## src/rtl/ecc_result_monitor_if.sv

```systemverilog
// Bundle of APB, DUT-result and golden-model signals observed by ecc_result_monitor.
// The testbench or environment drives everything; the monitor only listens.
interface ecc_result_monitor_if #(
  parameter int DATA_WIDTH      = 32,
  parameter int AMBA_ADDR_WIDTH = 20,
  parameter int AMBA_WORD       = 32
);
  logic [AMBA_ADDR_WIDTH-1:0] PADDR;
  logic                       PSEL;
  logic                       PENABLE;
  logic                       PWRITE;
  logic [AMBA_WORD-1:0]       PRDATA;
  logic [AMBA_WORD-1:0]       RegistersOut;
  logic                       operation_done;
  logic [DATA_WIDTH-1:0]      data_out;
  logic [1:0]                 num_of_errors;
  logic [DATA_WIDTH-1:0]      gm_DATA_OUT;
  logic [1:0]                 gm_number_of_errors;

  modport master (
    output PADDR, PSEL, PENABLE, PWRITE, PRDATA, RegistersOut,
    output operation_done, data_out, num_of_errors, gm_DATA_OUT, gm_number_of_errors
  );

  modport slave (
    input PADDR, PSEL, PENABLE, PWRITE, PRDATA, RegistersOut,
    input operation_done, data_out, num_of_errors, gm_DATA_OUT, gm_number_of_errors
  );
endinterface

```

## src/rtl/ecc_result_monitor.sv

```systemverilog
// Passive checker for an ECC engine: tracks CTRL-write-to-done latency, compares results
// against a golden model and keeps saturating statistics plus one-cycle error flags.
module ecc_result_monitor #(
  parameter int DATA_WIDTH      = 32,
  parameter int AMBA_ADDR_WIDTH = 20,
  parameter int AMBA_WORD       = 32,
  parameter int MAX_LATENCY     = 8,
  parameter int CNT_WIDTH       = 16
) (
  input  logic                 clk,
  input  logic                 rst,
  ecc_result_monitor_if.slave  bus,
  input  logic                 clr_stats,
  output logic                 busy,
  output logic [CNT_WIDTH-1:0] ops_cnt,
  output logic [CNT_WIDTH-1:0] result_err_cnt,
  output logic [CNT_WIDTH-1:0] nerr_err_cnt,
  output logic [CNT_WIDTH-1:0] timeout_cnt,
  output logic [CNT_WIDTH-1:0] read_err_cnt,
  output logic [CNT_WIDTH-1:0] proto_err_cnt,
  output logic [7:0]           last_latency,
  output logic [4:0]           err_vec,
  output logic                 fatal
);

  typedef enum logic {IDLE, WAIT_DONE} state_t;

  state_t                     state;
  logic [7:0]                 lat_cnt;
  logic [AMBA_ADDR_WIDTH-1:0] addr;
  logic [DATA_WIDTH-1:0]      data_dut;
  logic [DATA_WIDTH-1:0]      data_gm;
  logic [AMBA_WORD-1:0]       rd_dut;
  logic [AMBA_WORD-1:0]       rd_exp;
  logic                       start;
  logic                       done;
  logic                       rd_access;
  logic                       in_wait;
  logic                       op_complete;
  logic                       result_err;
  logic                       nerr_err;
  logic                       timeout_err;
  logic                       read_err;
  logic                       proto_err;

  assign addr      = bus.PADDR;
  assign data_dut  = bus.data_out;
  assign data_gm   = bus.gm_DATA_OUT;
  assign rd_dut    = bus.PRDATA;
  assign rd_exp    = bus.RegistersOut;
  assign done      = bus.operation_done;
  assign start     = bus.PSEL & bus.PENABLE & bus.PWRITE
                     & ((addr & AMBA_ADDR_WIDTH'(4'hF)) == '0);
  assign rd_access = bus.PSEL & bus.PENABLE & ~bus.PWRITE;
  assign in_wait   = (state == WAIT_DONE);

  // Result data is meaningless for uncorrectable words, so only the error count is checked then
  assign result_err  = done & (data_dut != data_gm) & (bus.num_of_errors != 2'd2);
  assign nerr_err    = done & (bus.num_of_errors != bus.gm_number_of_errors);
  assign read_err    = rd_access & (rd_dut != rd_exp);
  assign op_complete = in_wait & done;
  assign proto_err   = (done & ~in_wait) | (start & in_wait & ~done);
  assign timeout_err = in_wait & ~done & ~start & (lat_cnt == 8'(MAX_LATENCY));

  function automatic logic [CNT_WIDTH-1:0] sat_inc(input logic [CNT_WIDTH-1:0] v,
                                                   input logic en);
    return (en && (v != '1)) ? v + CNT_WIDTH'(1) : v;
  endfunction

  // A start in WAIT_DONE restarts the latency window, whether or not the old op completes
  always_ff @(posedge clk or negedge rst) begin
    if (!rst) begin
      state          <= IDLE;
      busy           <= 1'b0;
      lat_cnt        <= 8'd0;
      ops_cnt        <= '0;
      result_err_cnt <= '0;
      nerr_err_cnt   <= '0;
      timeout_cnt    <= '0;
      read_err_cnt   <= '0;
      proto_err_cnt  <= '0;
      last_latency   <= 8'd0;
      err_vec        <= 5'd0;
      fatal          <= 1'b0;
    end else begin
      err_vec <= {proto_err, read_err, timeout_err, nerr_err, result_err};

      case (state)
        IDLE: begin
          if (start) begin
            state   <= WAIT_DONE;
            busy    <= 1'b1;
            lat_cnt <= 8'd1;
          end
        end
        WAIT_DONE: begin
          if (start) begin
            lat_cnt <= 8'd1;
          end else if (done || timeout_err) begin
            state   <= IDLE;
            busy    <= 1'b0;
            lat_cnt <= 8'd0;
          end else begin
            lat_cnt <= lat_cnt + 8'd1;
          end
        end
        default: begin
          state   <= IDLE;
          busy    <= 1'b0;
          lat_cnt <= 8'd0;
        end
      endcase

      if (clr_stats) begin
        ops_cnt        <= '0;
        result_err_cnt <= '0;
        nerr_err_cnt   <= '0;
        timeout_cnt    <= '0;
        read_err_cnt   <= '0;
        proto_err_cnt  <= '0;
        last_latency   <= 8'd0;
        fatal          <= 1'b0;
      end else begin
        ops_cnt        <= sat_inc(ops_cnt, op_complete);
        result_err_cnt <= sat_inc(result_err_cnt, result_err);
        nerr_err_cnt   <= sat_inc(nerr_err_cnt, nerr_err);
        timeout_cnt    <= sat_inc(timeout_cnt, timeout_err);
        read_err_cnt   <= sat_inc(read_err_cnt, read_err);
        proto_err_cnt  <= sat_inc(proto_err_cnt, proto_err);
        if (op_complete) begin
          last_latency <= lat_cnt;
        end
        if (done && (bus.num_of_errors == 2'd3)) begin
          fatal <= 1'b1;
        end
      end
    end
  end

endmodule
```

## src/flat_wrapper.sv

```systemverilog
// flat-port wrapper written by rule: the top's interface ports become plain ports
module ecc_result_monitor_flat 
#(
  parameter int DATA_WIDTH      = 32,
  parameter int AMBA_ADDR_WIDTH = 20,
  parameter int AMBA_WORD       = 32,
  parameter int MAX_LATENCY     = 8,
  parameter int CNT_WIDTH       = 16
)
  (clk, rst, clr_stats, busy, ops_cnt, result_err_cnt, nerr_err_cnt, timeout_cnt, read_err_cnt, proto_err_cnt, last_latency, err_vec, fatal, bus_PADDR, bus_PSEL, bus_PENABLE, bus_PWRITE, bus_PRDATA, bus_RegistersOut, bus_operation_done, bus_data_out, bus_num_of_errors, bus_gm_DATA_OUT, bus_gm_number_of_errors);
  ecc_result_monitor_if #(.DATA_WIDTH(DATA_WIDTH), .AMBA_ADDR_WIDTH(AMBA_ADDR_WIDTH), .AMBA_WORD(AMBA_WORD)) bus_i ();
  input  logic clk;
  input  logic rst;
  input  logic clr_stats;
  output logic busy;
  output logic [CNT_WIDTH-1:0] ops_cnt;
  output logic [CNT_WIDTH-1:0] result_err_cnt;
  output logic [CNT_WIDTH-1:0] nerr_err_cnt;
  output logic [CNT_WIDTH-1:0] timeout_cnt;
  output logic [CNT_WIDTH-1:0] read_err_cnt;
  output logic [CNT_WIDTH-1:0] proto_err_cnt;
  output logic [7:0] last_latency;
  output logic [4:0] err_vec;
  output logic fatal;
  input wire logic [$bits(bus_i.PADDR)-1:0] bus_PADDR;
  input wire logic [$bits(bus_i.PSEL)-1:0] bus_PSEL;
  input wire logic [$bits(bus_i.PENABLE)-1:0] bus_PENABLE;
  input wire logic [$bits(bus_i.PWRITE)-1:0] bus_PWRITE;
  input wire logic [$bits(bus_i.PRDATA)-1:0] bus_PRDATA;
  input wire logic [$bits(bus_i.RegistersOut)-1:0] bus_RegistersOut;
  input wire logic [$bits(bus_i.operation_done)-1:0] bus_operation_done;
  input wire logic [$bits(bus_i.data_out)-1:0] bus_data_out;
  input wire logic [$bits(bus_i.num_of_errors)-1:0] bus_num_of_errors;
  input wire logic [$bits(bus_i.gm_DATA_OUT)-1:0] bus_gm_DATA_OUT;
  input wire logic [$bits(bus_i.gm_number_of_errors)-1:0] bus_gm_number_of_errors;
  assign bus_i.PADDR = bus_PADDR;
  assign bus_i.PSEL = bus_PSEL;
  assign bus_i.PENABLE = bus_PENABLE;
  assign bus_i.PWRITE = bus_PWRITE;
  assign bus_i.PRDATA = bus_PRDATA;
  assign bus_i.RegistersOut = bus_RegistersOut;
  assign bus_i.operation_done = bus_operation_done;
  assign bus_i.data_out = bus_data_out;
  assign bus_i.num_of_errors = bus_num_of_errors;
  assign bus_i.gm_DATA_OUT = bus_gm_DATA_OUT;
  assign bus_i.gm_number_of_errors = bus_gm_number_of_errors;
  ecc_result_monitor #(.DATA_WIDTH(DATA_WIDTH), .AMBA_ADDR_WIDTH(AMBA_ADDR_WIDTH), .AMBA_WORD(AMBA_WORD), .MAX_LATENCY(MAX_LATENCY), .CNT_WIDTH(CNT_WIDTH)) u_core (.clk(clk), .rst(rst), .bus(bus_i), .clr_stats(clr_stats), .busy(busy), .ops_cnt(ops_cnt), .result_err_cnt(result_err_cnt), .nerr_err_cnt(nerr_err_cnt), .timeout_cnt(timeout_cnt), .read_err_cnt(read_err_cnt), .proto_err_cnt(proto_err_cnt), .last_latency(last_latency), .err_vec(err_vec), .fatal(fatal));
endmodule
```

## config.mk

```make
export PLATFORM = sky130hd
export DESIGN_NAME = ecc_result_monitor_flat
export DESIGN_NICKNAME = d
export VERILOG_FILES = /design/src/rtl/ecc_result_monitor_if.sv /design/src/rtl/ecc_result_monitor.sv /design/src/flat_wrapper.sv
export SDC_FILE = /design/constraint.sdc
export NUM_CORES = 1
export LEC_CHECK = 0
export BUFFER_PORTS_ARGS = -buffer_cell sky130_fd_sc_hd__buf_2
export CORE_MARGIN = 10
export CORE_UTILIZATION = 50
export DETAILED_ROUTE_END_ITERATION = 6
export PLACE_DENSITY = 0.81
export SYNTH_ARGS = -nofsm -noshare
export SYNTH_HDL_FRONTEND = slang
export SYNTH_SLANG_ARGS = --single-unit
```

## constraint.sdc

```tcl
create_clock -name clk -period 2.7 [get_ports clk]
set_input_delay 0.27 -clock clk [delete_from_list [all_inputs] [get_ports clk]]
set_output_delay 0.27 -clock clk [all_outputs]
set_load 0.02 [all_outputs]
```

==> key figures <==
Min path
  • Worst Hold Class: in2reg
  • Worst Hold Depth: 3
  • Hold endpoint: u_core.fatal
  • Hold path startpoint: bus_num_of_errors[1]

Floorplan
  • Die ar.: 19100 um^2
  • Std-Cell Rows: 43
  • Total core area: 13800 um^2
  • Chip Width: 138 um
  • Chip height: 138 um
  • Initial Util: 50.7%
  • I/O pin total: 270

Clock tree
  • H-tree depth: 4
  • Clk sinks: 120
  • CTS tree: yes
  • Clock latency on the worst-skew pair: 410 ps
  • Cts bufs inserted: 17
  • # resized after CTS: 0
  • Max Buffers Root-to-Sink: 2
  • Root Buffer: clkbuf_16
  • Clock transition at path regs: 50 ps

Setup path
  • Top delay family on crit path: simple AND/OR/NAND/NOR gates
  • Worst R2R Path Depth: 6
  • Critical path's slowest cell: or4b_1
  • Worst endpoint data arrival time: 2770 ps
  • Crit path cell chain: or4b_1 > or4b_1 > a211oi_2 > nand4_1 > xor2_1 > nor2_1
  • Critical Path Sink Type: flip-flop
  • Most frequent cell on the critical path: or4b_1
  • Critical Path Source Type: flip-flop
  • Buf/Inv on CP: 0
  • CP max stage delay: 590 ps
  • CP max FO: 6
  • R2r endpoint: u_core.timeout_cnt[4]
  • Critical Path RT: 2970 ps
  • Worst R2R Start: u_core.lat_cnt[6]
  • Kind of critical path: reg2reg
  • Register-to-register setup slack: 210 ps

Global route
  • GR Util All Layers: 20.4%
  • Initial antenna violation count: 0
  • First-pass GRT wire length: 33000 um
  • Pin count of the biggest net entering global routing: 59
  • Vias in the first global route: 6524
  • GR Overflow Total: 0

Cells and area
  • Final core occ: 65.2%
  • Post-route cell area: 9020 um^2
  • Layout cells sized above 1: 28.9%
  • Most common cell after layout, fill and taps aside: buf_2
  • Nets: 1191
  • Commonest cells after routing, fill and taps aside: 251 x buf_2, 120 x dfrtp_1, 107 x nor2_1, 94 x xor2_1, 65 x nand2_1
  • ANT cells: 0
  • Layout overhead on the synthesized area: 28.7%

Logic synthesis
  • #FFs+latches synth: 120
  • Number of flops mapped to enable cells by yosys: 0
  • Synthesized cell area: 7010 um^2
  • Ys flop type: dfrtp_1
  • Top post-synthesis cells by area: dfrtp_1 43%, xor2_1 12%, nor2_1 5.7%, nand2_1 3.5%, xnor2_1 3.4%
  • Average cell area after synthesis: 9.12 um^2
  • Sequential area share after synthesis: 42.9%
  • Top-area cell type share of the netlist area: 42.9%
  • Post-Synthesis Net Count: 935
  • Synth async-reset ratio: 100%
  • Distinct cells, synth: 57
  • Cells after Synth: 768
  • Cell taking the most area after synthesis: dfrtp_1
  • Warnings from Yosys: 0

Routing
  • Via count: 6587
  • Post-route ant nets: 0
  • Drt drc: 0
  • WL per Instance: 16.5 um
  • DRT Pass-1 Iters: 5
  • Routed vias/inst: 5.42
  • Detailed Route Iter0 Violations: 471
  • Final WL: 20100 um

STA
  • Fin. Hold Viols: 0
  • Final worst path period share: 92.4%
  • Worst slew margin: 43.7%
  • Count of final setup violators: 0
  • Final min period: 2490 ps
  • Final Skew: 7.48 ps
  • Hold WS: 169 ps
  • RSZ-0062 raised after global routing: false
  • Slew Viols, Final: 0
  • Fmax: 401 MHz
  • Setup TNS after final layout: 0 ps
  • Slew of the pin with the lowest slew margin: 842 ps

Placement
  • Global placement routability congestion: 0.842
  • Post-DP HPWL: 15400 um
  • Number of I/O port buffers: 253
  • Placed cell area: 8480 um^2

Power and ir drop
  • Worst IR Drop VDD: 0.447 mV
  • LEAKAGE: 4.46 nW
  • Power Dens Cells: 481 nW/um^2

Status
  • Outcome: completed

Job
  • Number of max-cap violations: 0
-- worst max path at each step --
stage | startpoint | endpoint | slack (ps) | cells past startpoint
2_1_floorplan | u_core.read_err_cnt[0] | u_core.read_err_cnt[11] | 220 | 9
4_1_cts | u_core.lat_cnt[6] | u_core.timeout_cnt[4] | 220 | 6
3_5_place_dp | u_core.lat_cnt[6] | u_core.timeout_cnt[4] | 230 | 6
6_report | u_core.lat_cnt[6] | u_core.timeout_cnt[4] | 210 | 6
5_1_grt | u_core.lat_cnt[6] | u_core.timeout_cnt[4] | 9 | 6
3_3_place_gp | u_core.lat_cnt[6] | u_core.timeout_cnt[3] | 280 | 6
-- flip-flops by register name, indices dropped and copies added, names as in the netlist --
register and count:
u_core.proto_err_cnt 16, u_core.nerr_err_cnt 16, u_core.read_err_cnt 16, u_core.fatal 1, u_core.in_wait 1, u_core.last_latency 8, u_core.lat_cnt 8, u_core.result_err_cnt 16
u_core.err_vec 5, u_core.timeout_cnt 16, u_core.ops_cnt 16, u_core.busy 1
-- per-stage QoR --
step / total power, W / worst slack [ps] / std cells
after CTS: 0.00438 / 218 / 1215
after floorplan: 0.00209 / 216 / 768
after detailed placement: 0.00233 / 230 / 1184
after global routing: 0.00451 / 9.09 / 1215
final: 0.00434 / 206 / 1215
after global placement: 0.00231 / 284 / 1184
-- metal layers --
layer / GRT usage [%] / up-vias / part of all wire (%)
met5: 0 / - / 0
met2: 33.3 / 229 / 49
li1: - / 3205 / -
met1: 25.4 / 3135 / 42
met3: 6.54 / 18 / 7.6
met4: 5.55 / 0 / 1.2
-- what timing repair did --
action	CTS	global route
hold buffers	1	0
buffers inserted	0	0
endpoints found under the hold margin	35	0
-- layout make-up --
| type | instances | area (um^2) |
|---|---|---|
| well taps | 180 | 225 |
| clock buffers | 26 | 479 |
| clock inverters | 4 | 45.0 |
| fillers | 1162 | 4810 |
| flip-flops and latches | 120 | 3000 |
| inverters | 19 | 71.3 |
| multi-input cells | 599 | 3800 |
| repair buffers | 267 | 1390 |
-- logic make-up after synthesis --
group	after synthesis	share of synthesized area (%)
flip-flops	120	42.9
adder cells (fa/ha/maj)	8	1.43
XOR/XNOR	121	15.1
multiplexers	25	3.86
AO/OA/AOI/OAI	69	6.21
AND/OR/NAND/NOR	376	27.7
buffers and inverters	49	2.86
-- power by group --
part,total [W],switching (W),internal [W]
registers,0.00187,0.0000362,0.00183
clock network,0.00205,0.000748,0.00130
logic,0.000427,0.000242,0.000185
-- cell usage after synthesis (all sizes together), types with 2 or more instances --
master	n
or4b	3
and2	4
or2	4
o211ai	2
clkinv	2
nand2	65
mux2i	9
a211oi	2
nor2	107
dfrtp	120
or4	7
nand4	37
o31ai	4
nand3	25
ha	8
buf	3
nand3b	2
nor2b	23
o211a	2
nor3	22
a21oi	22
clkbuf	27
nor4	29
inv	17
a31oi	3
xnor2	27
and3	18
mux2	16
xor2	94
o31a	2
or3	14
o21ai	20
nand2b	3
and4	9
a22o	2
o21a	2
-- worst register-to-register path, cell delays in order (launching register included) --
cell	delay [ps]
dfrtp_1	430
or4b_1	540
or4b_1	590
a211oi_2	360
nand4_1	200
xor2_1	170
nor2_1	50
Power figures use the tool's default switching activity.
